### config.mk
export PLATFORM = sky130hd
export DESIGN_NAME = jtag_host_driver
export DESIGN_NICKNAME = d
export VERILOG_FILES = /design/src/rtl/jtag_host_driver.sv
export SDC_FILE = /design/constraint.sdc
export NUM_CORES = 1
export LEC_CHECK = 0
export ABC_AREA = 0
export ABC_CLOCK_PERIOD_IN_PS = 4600
export CAP_MARGIN = 20
export CORE_UTILIZATION = 45
export DETAILED_ROUTE_END_ITERATION = 10
export GPL_TIMING_DRIVEN = 1
export PLACE_DENSITY = 0.75
export SYNTH_ARGS = -nofsm -noshare
export SYNTH_HDL_FRONTEND = slang
export SYNTH_SLANG_ARGS = --single-unit
### constraint.sdc
create_clock -name clk -period 4.6 [get_ports clk]
set_clock_uncertainty 0.1 [all_clocks]
set_input_delay 0.92 -clock clk [delete_from_list [all_inputs] [get_ports clk]]
set_output_delay 0.92 -clock clk [all_outputs]
set_load 0.005 [all_outputs]
### src/rtl/jtag_host_driver.sv
// JTAG initiator: runs one TAP reset / IR scan / DR scan / idle command at a time,
// generating TCK cells of 2*CLK_DIV clocks and returning captured TDO bits.
module jtag_host_driver #(
  parameter int CLK_DIV = 16,
  parameter int MAX_LEN = 64
) (
  input  logic               clk,
  input  logic               rst_n,
  input  logic               cmd_valid,
  output logic               cmd_ready,
  input  logic [1:0]         cmd_type,
  input  logic [6:0]         cmd_len,
  input  logic [MAX_LEN-1:0] cmd_data,
  output logic               rsp_valid,
  output logic [MAX_LEN-1:0] rsp_data,
  output logic               busy,
  output logic               jtag_clk,
  output logic               jtag_tms,
  output logic               jtag_tdi,
  input  logic               jtag_tdo
);
  localparam int CW  = $clog2(2*CLK_DIV);
  localparam int BCW = $clog2(MAX_LEN+7);
  localparam logic [CW-1:0] RISE = CW'(CLK_DIV-1);
  localparam logic [CW-1:0] FALL = CW'(2*CLK_DIV-1);

  typedef enum logic [2:0] {IDLE, TMS_SEQ, SHIFT, TMS_POST, DONE} state_t;

  state_t             state_q, state_n;
  logic [CW-1:0]      cnt_q;
  logic [BCW-1:0]     bit_q, bit_n;
  logic [1:0]         typ_q;
  logic [BCW-1:0]     len_q;
  logic [MAX_LEN-1:0] data_q, mask_q, acc_q;
  logic [BCW-1:0]     pre_n;
  logic [7:0]         pre_pat;
  logic               pre_bit, accept, active, cell_end;
  logic               ld, ld_tms, ld_tdi, sh_ld;

  assign cmd_ready = (state_q == IDLE) || (state_q == DONE);
  assign busy      = !cmd_ready;
  assign rsp_valid = (state_q == DONE);
  assign accept    = cmd_valid && cmd_ready;
  assign active    = (state_q == TMS_SEQ) || (state_q == SHIFT) || (state_q == TMS_POST);
  assign cell_end  = (cnt_q == FALL);

  // Leading TMS cells per command type, LSB first; idle cycles reuse this segment with TMS=0.
  always_comb begin
    pre_n   = '0;
    pre_pat = 8'h00;
    case (typ_q)
      2'd0: begin pre_n = BCW'(6);                       pre_pat = 8'h1F; end
      2'd1: begin pre_n = (len_q == '0) ? '0 : BCW'(4);  pre_pat = 8'h03; end
      2'd2: begin pre_n = (len_q == '0) ? '0 : BCW'(3);  pre_pat = 8'h01; end
      default: begin pre_n = len_q;                      pre_pat = 8'h00; end
    endcase
    pre_bit = (int'(bit_q) < 8) ? pre_pat[bit_q[2:0]] : 1'b0;
  end

  // Next-state and next-cell selection; cells are only loaded on a cell boundary.
  always_comb begin
    state_n = state_q;
    bit_n   = bit_q;
    ld      = 1'b0;
    ld_tms  = jtag_tms;
    ld_tdi  = 1'b0;
    sh_ld   = 1'b0;
    case (state_q)
      IDLE, DONE: state_n = accept ? TMS_SEQ : IDLE;
      TMS_SEQ: if (cell_end) begin
        if (bit_q < pre_n) begin
          ld = 1'b1; ld_tms = pre_bit; bit_n = bit_q + BCW'(1);
        end else if (typ_q[1] != typ_q[0] && len_q != '0) begin
          state_n = SHIFT; ld = 1'b1; sh_ld = 1'b1;
          ld_tdi = data_q[0]; ld_tms = (len_q == BCW'(1)); bit_n = BCW'(1);
        end else begin
          state_n = DONE;
        end
      end
      SHIFT: if (cell_end) begin
        if (bit_q < len_q) begin
          ld = 1'b1; sh_ld = 1'b1;
          ld_tdi = data_q[0]; ld_tms = (bit_q == len_q - BCW'(1)); bit_n = bit_q + BCW'(1);
        end else begin
          state_n = TMS_POST; ld = 1'b1; ld_tms = 1'b1; bit_n = BCW'(1);
        end
      end
      TMS_POST: if (cell_end) begin
        if (bit_q < BCW'(2)) begin
          ld = 1'b1; ld_tms = 1'b0; bit_n = bit_q + BCW'(1);
        end else begin
          state_n = DONE;
        end
      end
      default: state_n = IDLE;
    endcase
  end

  always_ff @(posedge clk) begin
    if (!rst_n) begin
      state_q  <= IDLE;
      cnt_q    <= '0;
      bit_q    <= '0;
      typ_q    <= '0;
      len_q    <= '0;
      data_q   <= '0;
      mask_q   <= '0;
      acc_q    <= '0;
      rsp_data <= '0;
      jtag_clk <= 1'b0;
      jtag_tms <= 1'b1;
      jtag_tdi <= 1'b0;
    end else begin
      state_q <= state_n;
      if (accept) begin
        typ_q  <= cmd_type;
        len_q  <= (int'(cmd_len) > MAX_LEN) ? BCW'(MAX_LEN) : BCW'(cmd_len);
        data_q <= cmd_data;
        mask_q <= '0;
        acc_q  <= '0;
        bit_q  <= '0;
        // Start on a boundary so the first cell is loaded on the next edge.
        cnt_q  <= FALL;
      end else if (active) begin
        if (cell_end) begin
          cnt_q    <= '0;
          jtag_clk <= 1'b0;
        end else begin
          cnt_q <= cnt_q + CW'(1);
          if (cnt_q == RISE) begin
            jtag_clk <= 1'b1;
            if (state_q == SHIFT) acc_q <= acc_q | (mask_q & {MAX_LEN{jtag_tdo}});
          end
        end
        bit_q <= bit_n;
        if (ld) begin
          jtag_tms <= ld_tms;
          jtag_tdi <= ld_tdi;
        end
        if (sh_ld) begin
          data_q <= data_q >> 1;
          mask_q <= (mask_q == '0) ? MAX_LEN'(1) : (mask_q << 1);
        end
        if (state_n == DONE) rsp_data <= acc_q;
      end
    end
  end
endmodule

==> results.toml, run 1 <==
[cts]
cts_buffers = 29
cts.repair.resized = 0
clock_sinks = 283
clockBufferDepth = 3
cts_hold_buf = 0
clk_latency_ns = 0.55
cts_tree = "built"
postCtsSetupRepairBufs = 0
clkTransAtPathRegs_ns = 0.07
htree_levels = 1
cts_root_buffer = "clkbuf_16"

[final_layout]
final_common_cell = "dfxtp_1"
layout-area-overhead-vs-synth_pct = 21.37
num_antenna_cells = 0
nets = 1596
drive_gt1_frac = 0.07181
layout_common_cells = "dfxtp_1 (283), a21oi_1 (212), nand2_1 (181)"
final_util = 0.5557

[route]
ant_nets = 0
drc = 0
drtPass1Iterations = 5
dr_total_vias = 10390
drt_iter0_markers = 893
viasPerCell = 5.609
wl_per_cell_um = 15.64
wl_um = 28990

[sta]
timing.final.crit_share = 0.8777
final_max_slew_viol_count = 0
setup_viol = 0
setup_tns_ns = 0
rsz0062_at_grt = "false"
min_period_ns = 4.038
worst_slew_pin_slew_ns = 0.8501
hold_viol = 0
relSlewSlack = 0.4332
fmax_mhz = 247.7

[yosys]
async_reset_ff_frac = 0
ys_ff_latch = 283
yosys.area.top_type = "dfxtp_1"
ys_seq_area_frac = 0.4749
syn_inst = 1423
synth_edf_count = 0
ys_types = 57
ys_warn_count = 0
synth_nets = 1523
syn_area_per_cell_um2 = 8.384
synth.cell_area_um2 = 11930
ys.flop_type = "dfxtp_1"
synth_top_area_share = 0.4749
netlist_top_cells_area = "dfxtp_1 (47%), a21oi_1 (8.9%), nand2_1 (5.8%), o21ai_0 (5.7%), mux2i_1 (5.4%)"

[worst_setup_path]
cp-end-kind = "register"
worstSetupStartpoint = "len_q[1]"
reg2reg_depth = 15
arrival_ns = 4.40
reg2reg_to = "mask_q[0]"
cp_max_fo = 65
critical_path_class = "reg -> reg"
crit_required_ns = 4.96
start_kind = "register"
ff2ff_setup_slack_ns = 0.56
cp-endpoint = "mask_q[0]"
timing.rr.start = "len_q[1]"

[floorplan]
start_util = 0.4578
die_w_um = 164.8
io_pins = 147
die_h_um = 164.8
fp.dieArea_um2 = 27170
core_area_um2 = 26060
num_rows = 59

[placement]
io_buffers = 146
routabilityCongestion = 0.8619
dpl.hpwl_um = 18060

[global_route]
grt_pass1_vias = 9640
overflow = 0
antenna_found_initial = 0
grt_use_total = 0.2110
grt_pass1_wl_um = 47730
grt_max_degree = 79

[pwr]
p_leak_uw = 0.004829
ir_drop_mv = 0.2748
powerDensity_nw_per_um2 = 367.6

[status]
status = "finished, final reports clean"

[min_path]
holdCritPathClass = "reg -> reg"

[run]
max-cap-violations = 0
==> worst max-delay path, cell delays in order, from the launching register on <==
cell      delay (ns)
dfxtp_1         0.33
inv_1           0.12
ha_1            0.25
or3b_4          0.43
or2_2           0.30
a21oi_1         0.14
nor2_1          0.05
a21oi_1         0.14
ha_1            0.30
a21oi_1         0.17
o221ai_1        0.20
a41oi_4         0.32
or3_4           0.42
buf_12          0.31
nand3_1         0.13
a21oi_1         0.17
==> power breakdown <==
| group | internal (µW) | switching (µW) | total, µW |
|---|---|---|---|
| Combinational | 146 | 183 | 329 |
| Sequential | 2510 | 36.9 | 2550 |
| Clock | 1470 | 977 | 2450 |
==> kinds of logic after synthesis <==
kind of cell	after synthesis	share of synthesized area
xor gates and xnor gates	9	0.006608
buffers and inverters	139	0.05223
muxes	64	0.05370
adders and majority gates	23	0.02412
AOI/OAI and AO/OA	445	0.2165
DFF	283	0.4749
and+or+nand+nor	460	0.1720
==> stage by stage <==
step                worst slack, ns  cells  instance area [µm²]  hold slack, ns  power, µW
floorplan                     1.176   1423                11930          0.3366       2801
global placement             0.7720   1800                13470          0.3438       2919
detailed placement           0.6294   1800                13470          0.3468       2927
CTS                          0.5978   1853                14480          0.3595       5366
global route                 0.3280   1853                14480          0.3721       5505
finish                       0.5624   1853                14480          0.3582       5323
==> area by class of cell <==
type,count,area [µm²]
Inverter,16,60.06
Multi-Input combinational cell,1001,5673
Tap cell,335,419.2
Clock inverter,15,201.4
Fill cell,2345,11580
Clock buffer,38,809.5
Timing Repair Buffer,165,1652
Sequential cell,283,5665
==> per-layer routing <==
layer  global-route usage  part of all wire  up-vias
li1                     -                 -     5161
met1               0.2943              0.46     4913
met2               0.3342              0.46      278
met3              0.02938             0.052       42
met4              0.06922             0.026        0
met5                    0                 0        -
==> Yosys cell counts, drive strengths merged (2+ instances only) <==
| library cell | number |
|---|---|
| o22ai | 5 |
| o21ai | 138 |
| or2 | 3 |
| nand2 | 183 |
| a211oi | 53 |
| nand3 | 70 |
| nand3b | 7 |
| a31oi | 18 |
| a21oi | 212 |
| nand2b | 2 |
| a41oi | 3 |
| ha | 23 |
| inv | 15 |
| or3 | 6 |
| and3 | 2 |
| and2 | 4 |
| nand4 | 23 |
| nor4 | 19 |
| a31o | 3 |
| mux2i | 64 |
| buf | 36 |
| clkbuf | 87 |
| nor3 | 9 |
| dfxtp | 283 |
| xor2 | 2 |
| nor2b | 2 |
| a21boi | 2 |
| nor2 | 126 |
| xnor2 | 7 |
==> worst min path at each step <==
| stage | start | endpoint | slack, ns | cells after the start |
|---|---|---|---|---|
| 6_report | rsp_data[11] | rsp_data[11] | 0.36 | 2 |
| 3_3_place_gp | rsp_data[26] | rsp_data[26] | 0.34 | 2 |
| 2_1_floorplan | acc_q[0] | acc_q[0] | 0.34 | 2 |
| 3_5_place_dp | rsp_data[19] | rsp_data[19] | 0.35 | 2 |
| 4_1_cts | rsp_data[61] | rsp_data[61] | 0.36 | 2 |
| 5_1_grt | rsp_data[19] | rsp_data[19] | 0.37 | 2 |
==> flip-flops by register name (all words and copies together), names as in the netlist <==
register / cells
typ_q: 2
rsp_data: 64
state_q: 3
jtag_clk: 1
len_q: 7
data_q: 64
bit_q: 7
mask_q: 64
jtag_tms: 1
acc_q: 64
jtag_tdi: 1
cnt_q: 5
Power figures use the tool's default switching activity.
==> run 2: changes to the inputs <==
--- a/config.mk
+++ b/config.mk
@@ -12,6 +12,8 @@
 export DETAILED_ROUTE_END_ITERATION = 10
 export GPL_TIMING_DRIVEN = 1
 export PLACE_DENSITY = 0.75
+export SKIP_CTS_REPAIR_TIMING = 1
+export SKIP_LAST_GASP = 1
 export SYNTH_ARGS = -nofsm -noshare
 export SYNTH_HDL_FRONTEND = slang
 export SYNTH_SLANG_ARGS = --single-unit
==> results of run 2 <==
The final DEF is identical to that of run 1; final timing and power are the same.
